## src/rtl/seq_alu_if.sv

```systemverilog
// Request/result bundle for seq_alu: operand and Hack control bits on the
// request side, result plus flags on the response side, each with valid/ready.
interface seq_alu_if #(
    parameter int WIDTH = 16
) ();
    logic             in_valid;
    logic             in_ready;
    logic [WIDTH-1:0] a;
    logic [WIDTH-1:0] b;
    logic             zx;
    logic             nx;
    logic             zy;
    logic             ny;
    logic             f;
    logic             no;
    logic             out_valid;
    logic             out_ready;
    logic [WIDTH-1:0] out;
    logic             zr;
    logic             ng;
    logic             co;
    logic             ov;

    // Producer/consumer side (decode stage feeding, writeback draining).
    modport master (
        output in_valid, a, b, zx, nx, zy, ny, f, no, out_ready,
        input  in_ready, out_valid, out, zr, ng, co, ov
    );

    // ALU side.
    modport slave (
        input  in_valid, a, b, zx, nx, zy, ny, f, no, out_ready,
        output in_ready, out_valid, out, zr, ng, co, ov
    );
endinterface

```

## src/rtl/seq_alu.sv

```systemverilog
// Multi-cycle Hack ALU. Operands are pre-conditioned (zero/invert) at accept,
// then the add walks a CHUNK-bit adder across WIDTH/CHUNK cycles with a
// registered carry. The AND path finishes in a single CALC cycle. Results,
// zr/ng and the add flags co/ov are held in DONE until the consumer takes them.
module seq_alu #(
    parameter int WIDTH = 16,
    parameter int CHUNK = 4
) (
    input  logic     clk,
    input  logic     rst_n,
    seq_alu_if.slave bus
);

    localparam int N   = WIDTH / CHUNK;
    localparam int KW  = (N > 1) ? $clog2(N) : 1;
    localparam int MSB = WIDTH - 1;

    typedef enum logic [1:0] {
        IDLE,
        CALC,
        DONE
    } state_t;

    state_t           state_q;
    state_t           state_d;

    logic [WIDTH-1:0] x_q;
    logic [WIDTH-1:0] y_q;
    logic [WIDTH-1:0] sum_q;
    logic             f_q;
    logic             no_q;
    logic [KW-1:0]    k_q;
    logic             carry_q;

    logic [WIDTH-1:0] out_q;
    logic             zr_q;
    logic             ng_q;
    logic             co_q;
    logic             ov_q;

    logic             accept;
    logic             last;
    logic             finish;
    int               base;
    logic [CHUNK:0]   chunk_sum;
    logic [WIDTH-1:0] sum_next;
    logic [WIDTH-1:0] res_d;
    logic             ov_d;

    // Hack operand conditioning: optional zeroing, then optional inversion.
    function automatic logic [WIDTH-1:0] hack_pre(
        input logic [WIDTH-1:0] v,
        input logic             z,
        input logic             n
    );
        logic [WIDTH-1:0] t;
        t = z ? '0 : v;
        return n ? ~t : t;
    endfunction

    assign accept = bus.in_valid && (state_q == IDLE);
    assign last   = (k_q == KW'(N - 1));
    // AND finishes in its first CALC cycle; the add on its final chunk.
    assign finish = (state_q == CALC) && (!f_q || last);

    // One CHUNK-bit slice of the add, merged into the partial sum.
    always_comb begin
        base      = int'(k_q) * CHUNK;
        chunk_sum = {1'b0, x_q[base +: CHUNK]} + {1'b0, y_q[base +: CHUNK]}
                  + {{CHUNK{1'b0}}, carry_q};
        sum_next  = sum_q;
        sum_next[base +: CHUNK] = chunk_sum[CHUNK-1:0];
    end

    // Final result and overflow, formed from the completed sum or x&y.
    always_comb begin
        res_d = '0;
        ov_d  = 1'b0;
        if (f_q) begin
            res_d = no_q ? ~sum_next : sum_next;
            ov_d  = (x_q[MSB] == y_q[MSB]) && (sum_next[MSB] != x_q[MSB]);
        end else begin
            res_d = no_q ? ~(x_q & y_q) : (x_q & y_q);
        end
    end

    // State register.
    always_ff @(posedge clk or negedge rst_n) begin
        if (!rst_n) begin
            state_q <= IDLE;
        end else begin
            state_q <= state_d;
        end
    end

    // Next-state logic: accept in IDLE, iterate in CALC, hold in DONE.
    always_comb begin
        state_d = state_q;
        unique case (state_q)
            IDLE: if (bus.in_valid)  state_d = CALC;
            CALC: if (!f_q || last)  state_d = DONE;
            DONE: if (bus.out_ready) state_d = IDLE;
            default:                 state_d = IDLE;
        endcase
    end

    // Conditioned operands and partial sum; data only, no reset needed.
    always_ff @(posedge clk) begin
        if (accept) begin
            x_q <= hack_pre(bus.a, bus.zx, bus.nx);
            y_q <= hack_pre(bus.b, bus.zy, bus.ny);
        end
        if (state_q == CALC) begin
            sum_q <= sum_next;
        end
    end

    // Operation control: function select, chunk index and ripple carry.
    always_ff @(posedge clk or negedge rst_n) begin
        if (!rst_n) begin
            f_q     <= 1'b0;
            no_q    <= 1'b0;
            k_q     <= '0;
            carry_q <= 1'b0;
        end else if (accept) begin
            f_q     <= bus.f;
            no_q    <= bus.no;
            k_q     <= '0;
            carry_q <= 1'b0;
        end else if ((state_q == CALC) && f_q) begin
            carry_q <= chunk_sum[CHUNK];
            if (!last) begin
                k_q <= k_q + KW'(1);
            end
        end
    end

    // Result and flag registers, written once per operation and held after.
    always_ff @(posedge clk or negedge rst_n) begin
        if (!rst_n) begin
            out_q <= '0;
            zr_q  <= 1'b0;
            ng_q  <= 1'b0;
            co_q  <= 1'b0;
            ov_q  <= 1'b0;
        end else if (finish) begin
            out_q <= res_d;
            zr_q  <= (res_d == '0);
            ng_q  <= res_d[MSB];
            co_q  <= f_q & chunk_sum[CHUNK];
            ov_q  <= ov_d;
        end
    end

    assign bus.in_ready  = (state_q == IDLE);
    assign bus.out_valid = (state_q == DONE);
    assign bus.out       = out_q;
    assign bus.zr        = zr_q;
    assign bus.ng        = ng_q;
    assign bus.co        = co_q;
    assign bus.ov        = ov_q;

endmodule

```

## src/flat_wrapper.sv

```systemverilog
// flat-port wrapper written by rule: the top's interface ports become plain ports
module seq_alu_flat 
#(
    parameter int WIDTH = 16,
    parameter int CHUNK = 4
)
  (clk, rst_n, bus_in_valid, bus_a, bus_b, bus_zx, bus_nx, bus_zy, bus_ny, bus_f, bus_no, bus_out_ready, bus_in_ready, bus_out_valid, bus_out, bus_zr, bus_ng, bus_co, bus_ov);
  seq_alu_if #(.WIDTH(WIDTH)) bus_i ();
  input  logic clk;
  input  logic rst_n;
  input wire logic [$bits(bus_i.in_valid)-1:0] bus_in_valid;
  input wire logic [$bits(bus_i.a)-1:0] bus_a;
  input wire logic [$bits(bus_i.b)-1:0] bus_b;
  input wire logic [$bits(bus_i.zx)-1:0] bus_zx;
  input wire logic [$bits(bus_i.nx)-1:0] bus_nx;
  input wire logic [$bits(bus_i.zy)-1:0] bus_zy;
  input wire logic [$bits(bus_i.ny)-1:0] bus_ny;
  input wire logic [$bits(bus_i.f)-1:0] bus_f;
  input wire logic [$bits(bus_i.no)-1:0] bus_no;
  input wire logic [$bits(bus_i.out_ready)-1:0] bus_out_ready;
  output wire logic [$bits(bus_i.in_ready)-1:0] bus_in_ready;
  output wire logic [$bits(bus_i.out_valid)-1:0] bus_out_valid;
  output wire logic [$bits(bus_i.out)-1:0] bus_out;
  output wire logic [$bits(bus_i.zr)-1:0] bus_zr;
  output wire logic [$bits(bus_i.ng)-1:0] bus_ng;
  output wire logic [$bits(bus_i.co)-1:0] bus_co;
  output wire logic [$bits(bus_i.ov)-1:0] bus_ov;
  assign bus_i.in_valid = bus_in_valid;
  assign bus_i.a = bus_a;
  assign bus_i.b = bus_b;
  assign bus_i.zx = bus_zx;
  assign bus_i.nx = bus_nx;
  assign bus_i.zy = bus_zy;
  assign bus_i.ny = bus_ny;
  assign bus_i.f = bus_f;
  assign bus_i.no = bus_no;
  assign bus_i.out_ready = bus_out_ready;
  assign bus_in_ready = bus_i.in_ready;
  assign bus_out_valid = bus_i.out_valid;
  assign bus_out = bus_i.out;
  assign bus_zr = bus_i.zr;
  assign bus_ng = bus_i.ng;
  assign bus_co = bus_i.co;
  assign bus_ov = bus_i.ov;
  seq_alu #(.WIDTH(WIDTH), .CHUNK(CHUNK)) u_core (.clk(clk), .rst_n(rst_n), .bus(bus_i));
endmodule
```

## config.mk

```make
export PLATFORM = sky130hd
export DESIGN_NAME = seq_alu_flat
export DESIGN_NICKNAME = d
export VERILOG_FILES = /design/src/rtl/seq_alu_if.sv /design/src/rtl/seq_alu.sv /design/src/flat_wrapper.sv
export SDC_FILE = /design/constraint.sdc
export NUM_CORES = 1
export LEC_CHECK = 0
export ABC_AREA = 1
export ABC_CLOCK_PERIOD_IN_PS = 8600
export CAP_MARGIN = 40
export CELL_PAD_IN_SITES_DETAIL_PLACEMENT = 2
export CELL_PAD_IN_SITES_GLOBAL_PLACEMENT = 2
export CORE_ASPECT_RATIO = 0.9
export CORE_UTILIZATION = 35
export CTS_BUF_LIST = sky130_fd_sc_hd__clkbuf_8 sky130_fd_sc_hd__clkbuf_16
export CTS_CLUSTER_DIAMETER = 80
export DETAILED_ROUTE_END_ITERATION = 10
export PLACE_DENSITY_LB_ADDON = 0.1
export REMOVE_ABC_BUFFERS = 1
export SLEW_MARGIN = 25
export SYNTH_ARGS = -nofsm -noshare
export SYNTH_HDL_FRONTEND = slang
export SYNTH_SLANG_ARGS = --single-unit
```

## constraint.sdc

```tcl
create_clock -name clk -period 8.6 [get_ports clk]
set_input_delay 0.86 -clock clk [delete_from_list [all_inputs] [get_ports clk]]
set_output_delay 0.86 -clock clk [all_outputs]
set_load 0.01 [all_outputs]
```

==> metrics.txt <==
clock insertion delay at the later pin of the skew report=0.34 ns; Adder-Cell Fraction of Synth Area=0.0384; Cell Int Power=1.13 mW; worst path cell trace=buf_4 > o21ai_0 > o22ai_1 > fa_1 > inv_1 > fa_1 > nor2_2 > nand3_1 > nand3_1 > nand2_1 > a21oi_2 > nand2_1 > nor2_1 > nand3_1 > nor2_1 > nand3_1 > nand2_1; clock buffer count from CTS=9; clock slew at reported path FFs=0.06 ns; Synth Cell Area=4300 µm²; DP Area=5060 µm²; pwr/cell area=388 nW/µm²; nets=614; clock root buffer=clkbuf_16; Port Buffers=63; average size of a mapped cell=8.58 µm²; post-synthesis simple-gate area fraction=0.251; CP Class=reg -> reg; chip width=119 µm; compound-gate portion of the synthesized area=0.0972; slowest CP cell=fa_1; endpoints failing setup=0; 1st-pass router iterations=4; layout cells sized above 1=0.0973; outcome=finished, final reports clean; core area=12000 µm²; CP Launch Type=flop; die area=12700 µm²; global-route wire length before repair=21.5 mm; Hold Slack=0.485 ns; Comb pwr share=0.528; postcts setup bufs=0; post-synthesis sequential area ratio=0.487; Max Cap Viol=0; period utilisation layout=0.380; Placer Congestion=0.834; Period minus WS final=3.27 ns; Yosys cell types=31; setup ws final=5.33 ns; Critical Path AT=3.55 ns; most common cell after layout, fill and taps aside=nand2_1; fin. max-slew vios=0; Antenna Nets Post-Route=0; Ports=64; Longest Clk Path Bufs=2; largest net degree at the start of global routing=37; xor/xnor share of the synthesized area=0.0713; post-synthesis register bit count=74; Fmax=0.306 GHz; ANT cells=0; initial antenna violation count=0; post_cts resized=0; Post-Syn Instances=501; Slew @ Worst Pin=0.705 ns; CP most frequent cell=nand3_1; Die Y=107 µm; post-route cell area=5370 µm²; Place WS=5.33 ns; final hold vios=0; Warnings, synthesis=0; final wirelength=13.3 mm; Initial Utilization=0.357; Slew headroom=0.529; total gr overflow=0; H-tree Lvls=3; Initial DRC Count=159; most frequent cells in the layout=nand2_1, clkdlybuf4s50_1, edfxtp_1, nand3_1, xor2_1; RSZ-0062 raised after global routing=no; hpwl dp=9.84 mm; worst hold path class=reg -> reg; # rows=38; TritonCTS clock tree=built; critical path's largest stage delay=0.44 ns; Worst setup EP type=flop; DRC Markers=0; post-synthesis mux area share=0; vias in the first global route=4065; Flop pwr share=0.290; total global-route track usage=0.222; routed via count=3701; TNS Setup=0 ns; largest family of logic cells by synthesized area=simple AND/OR/NAND/NOR gates; Sw Share=0.455; P&R area growth vs syn=24.8%; worst-path maximum fanout=25; clock sink count=74; WL/cell=18.3 µm; Layout Utilization=0.446; leakage=2.27 nW; Setup Skew=0.00896 ns; Critical Path RT=8.88 ns; cts hold-fix bufs=0; sw power=948 µW; peak supply drop=111 µV; Clk pwr share=0.182; Via-to-Cell Ratio=5.10
layer usage:
layer	global-route usage	routed length, µm	share of wire
met4	0.0515	167	0.013
met3	0.0367	368	0.028
met1	0.275	5860	0.44
met5	0	0	0
met2	0.403	6900	0.52
Yosys cell counts:
cell	number	area [µm²]
a21oi_1	21	105
a21oi_2	3	26.3
a31oi_1	4	25.0
a32oi_1	2	17.5
buf_1	2	7.51
buf_2	5	25.0
buf_4	6	45.0
buf_6	1	11.3
clkbuf_1	7	26.3
dfrtp_1	26	651
edfxtp_1	48	1440
fa_1	2	40.0
ha_1	10	125
inv_1	24	90.1
inv_2	9	33.8
nand2_1	164	616
nand2_2	5	31.3
nand3_1	40	200
nand3_2	6	60.1
nand3_4	1	17.5
nand4_1	2	12.5
nor2_1	31	116
nor2_2	4	25.0
o21a_1	1	7.51
o21ai_0	28	140
o21ai_1	2	10.0
o21ai_2	4	35.0
o22ai_1	7	43.8
o31ai_1	1	7.51
xnor2_1	1	8.76
xor2_1	34	298
per-stage QoR:
stage | power (mW) | cells
after floorplan | 1.28 | 480
after global routing | 2.24 | 725
final | 2.08 | 725
after detailed placement | 1.70 | 708
after global placement | 1.65 | 707
after CTS | 2.10 | 724
worst paths after layout:
check	startpoint	end	slack (ns)	cells after the start
max in group asynchronous	rst_n	u_core.k_q[1]$_DFFE_PN0P_	7.43	2
worst max-delay path	u_core.k_q[0]$_DFFE_PN0P_	u_core.bus.zr$_DFFE_PN0P_	5.33	17
worst max register to register	u_core.k_q[0]$_DFFE_PN0P_	u_core.bus.zr$_DFFE_PN0P_	5.33	17
worst min register to register	u_core.bus.out[14]$_DFFE_PN0P_	u_core.bus.out[14]$_DFFE_PN0P_	0.49	2
min in group asynchronous	rst_n	u_core.bus.out[7]$_DFFE_PN0P_	0.90	2
worst min-delay path	u_core.bus.out[14]$_DFFE_PN0P_	u_core.bus.out[14]$_DFFE_PN0P_	0.49	2
power by group through the flow:
stage / clock [mW] / combinational (mW) / sequential [mW]
after floorplan: 0 / 0.635 / 0.641
after global placement: 0 / 1.05 / 0.606
after detailed placement: 0 / 1.09 / 0.610
after CTS: 0.385 / 1.11 / 0.606
after global routing: 0.402 / 1.22 / 0.619
final: 0.379 / 1.10 / 0.604
sequential cells by signal, summed over array words and instances, names as in the netlist:
name and cells:
u_core.bus.out 16, u_core.sum_q 16, u_core.bus.zr 1, u_core.x_q 16, u_core.bus.co 1, u_core.y_q 16, u_core.bus.ov 1, u_core.f_q 1
u_core.no_q 1, u_core.state_q 2, u_core.k_q 2, u_core.carry_q 1
layout make-up:
cell class | instances | area, µm²
sequential | 74 | 2090
timing repair buffer | 69 | 679
tap | 160 | 200
clock inverter | 5 | 25.0
multi-input combinational | 373 | 1970
inverter | 33 | 124
fill | 1360 | 6660
clock buffer | 11 | 275
cell families (layout without fill, tap and decap cells):
kind of cell / Yosys count / in the layout
buffers and inverters: 54 / 118
DFF: 74 / 74
xor gates and xnor gates: 35 / 35
adders and majority gates: 12 / 12
and+or+nand+nor: 253 / 253
AOI/OAI and AO/OA: 73 / 73
worst max-delay path, delay by kind of cell, from the launching register on:
kind                     cells  cell delay [ns]
buffers and inverters        2             0.33
adder cells (fa/ha/maj)      2             0.88
AND/OR/NAND/NOR             10             1.07
AO/OA/AOI/OAI                3             0.56
flip-flops                   1             0.39
Note: power is estimated with default switching activity, not from simulation.
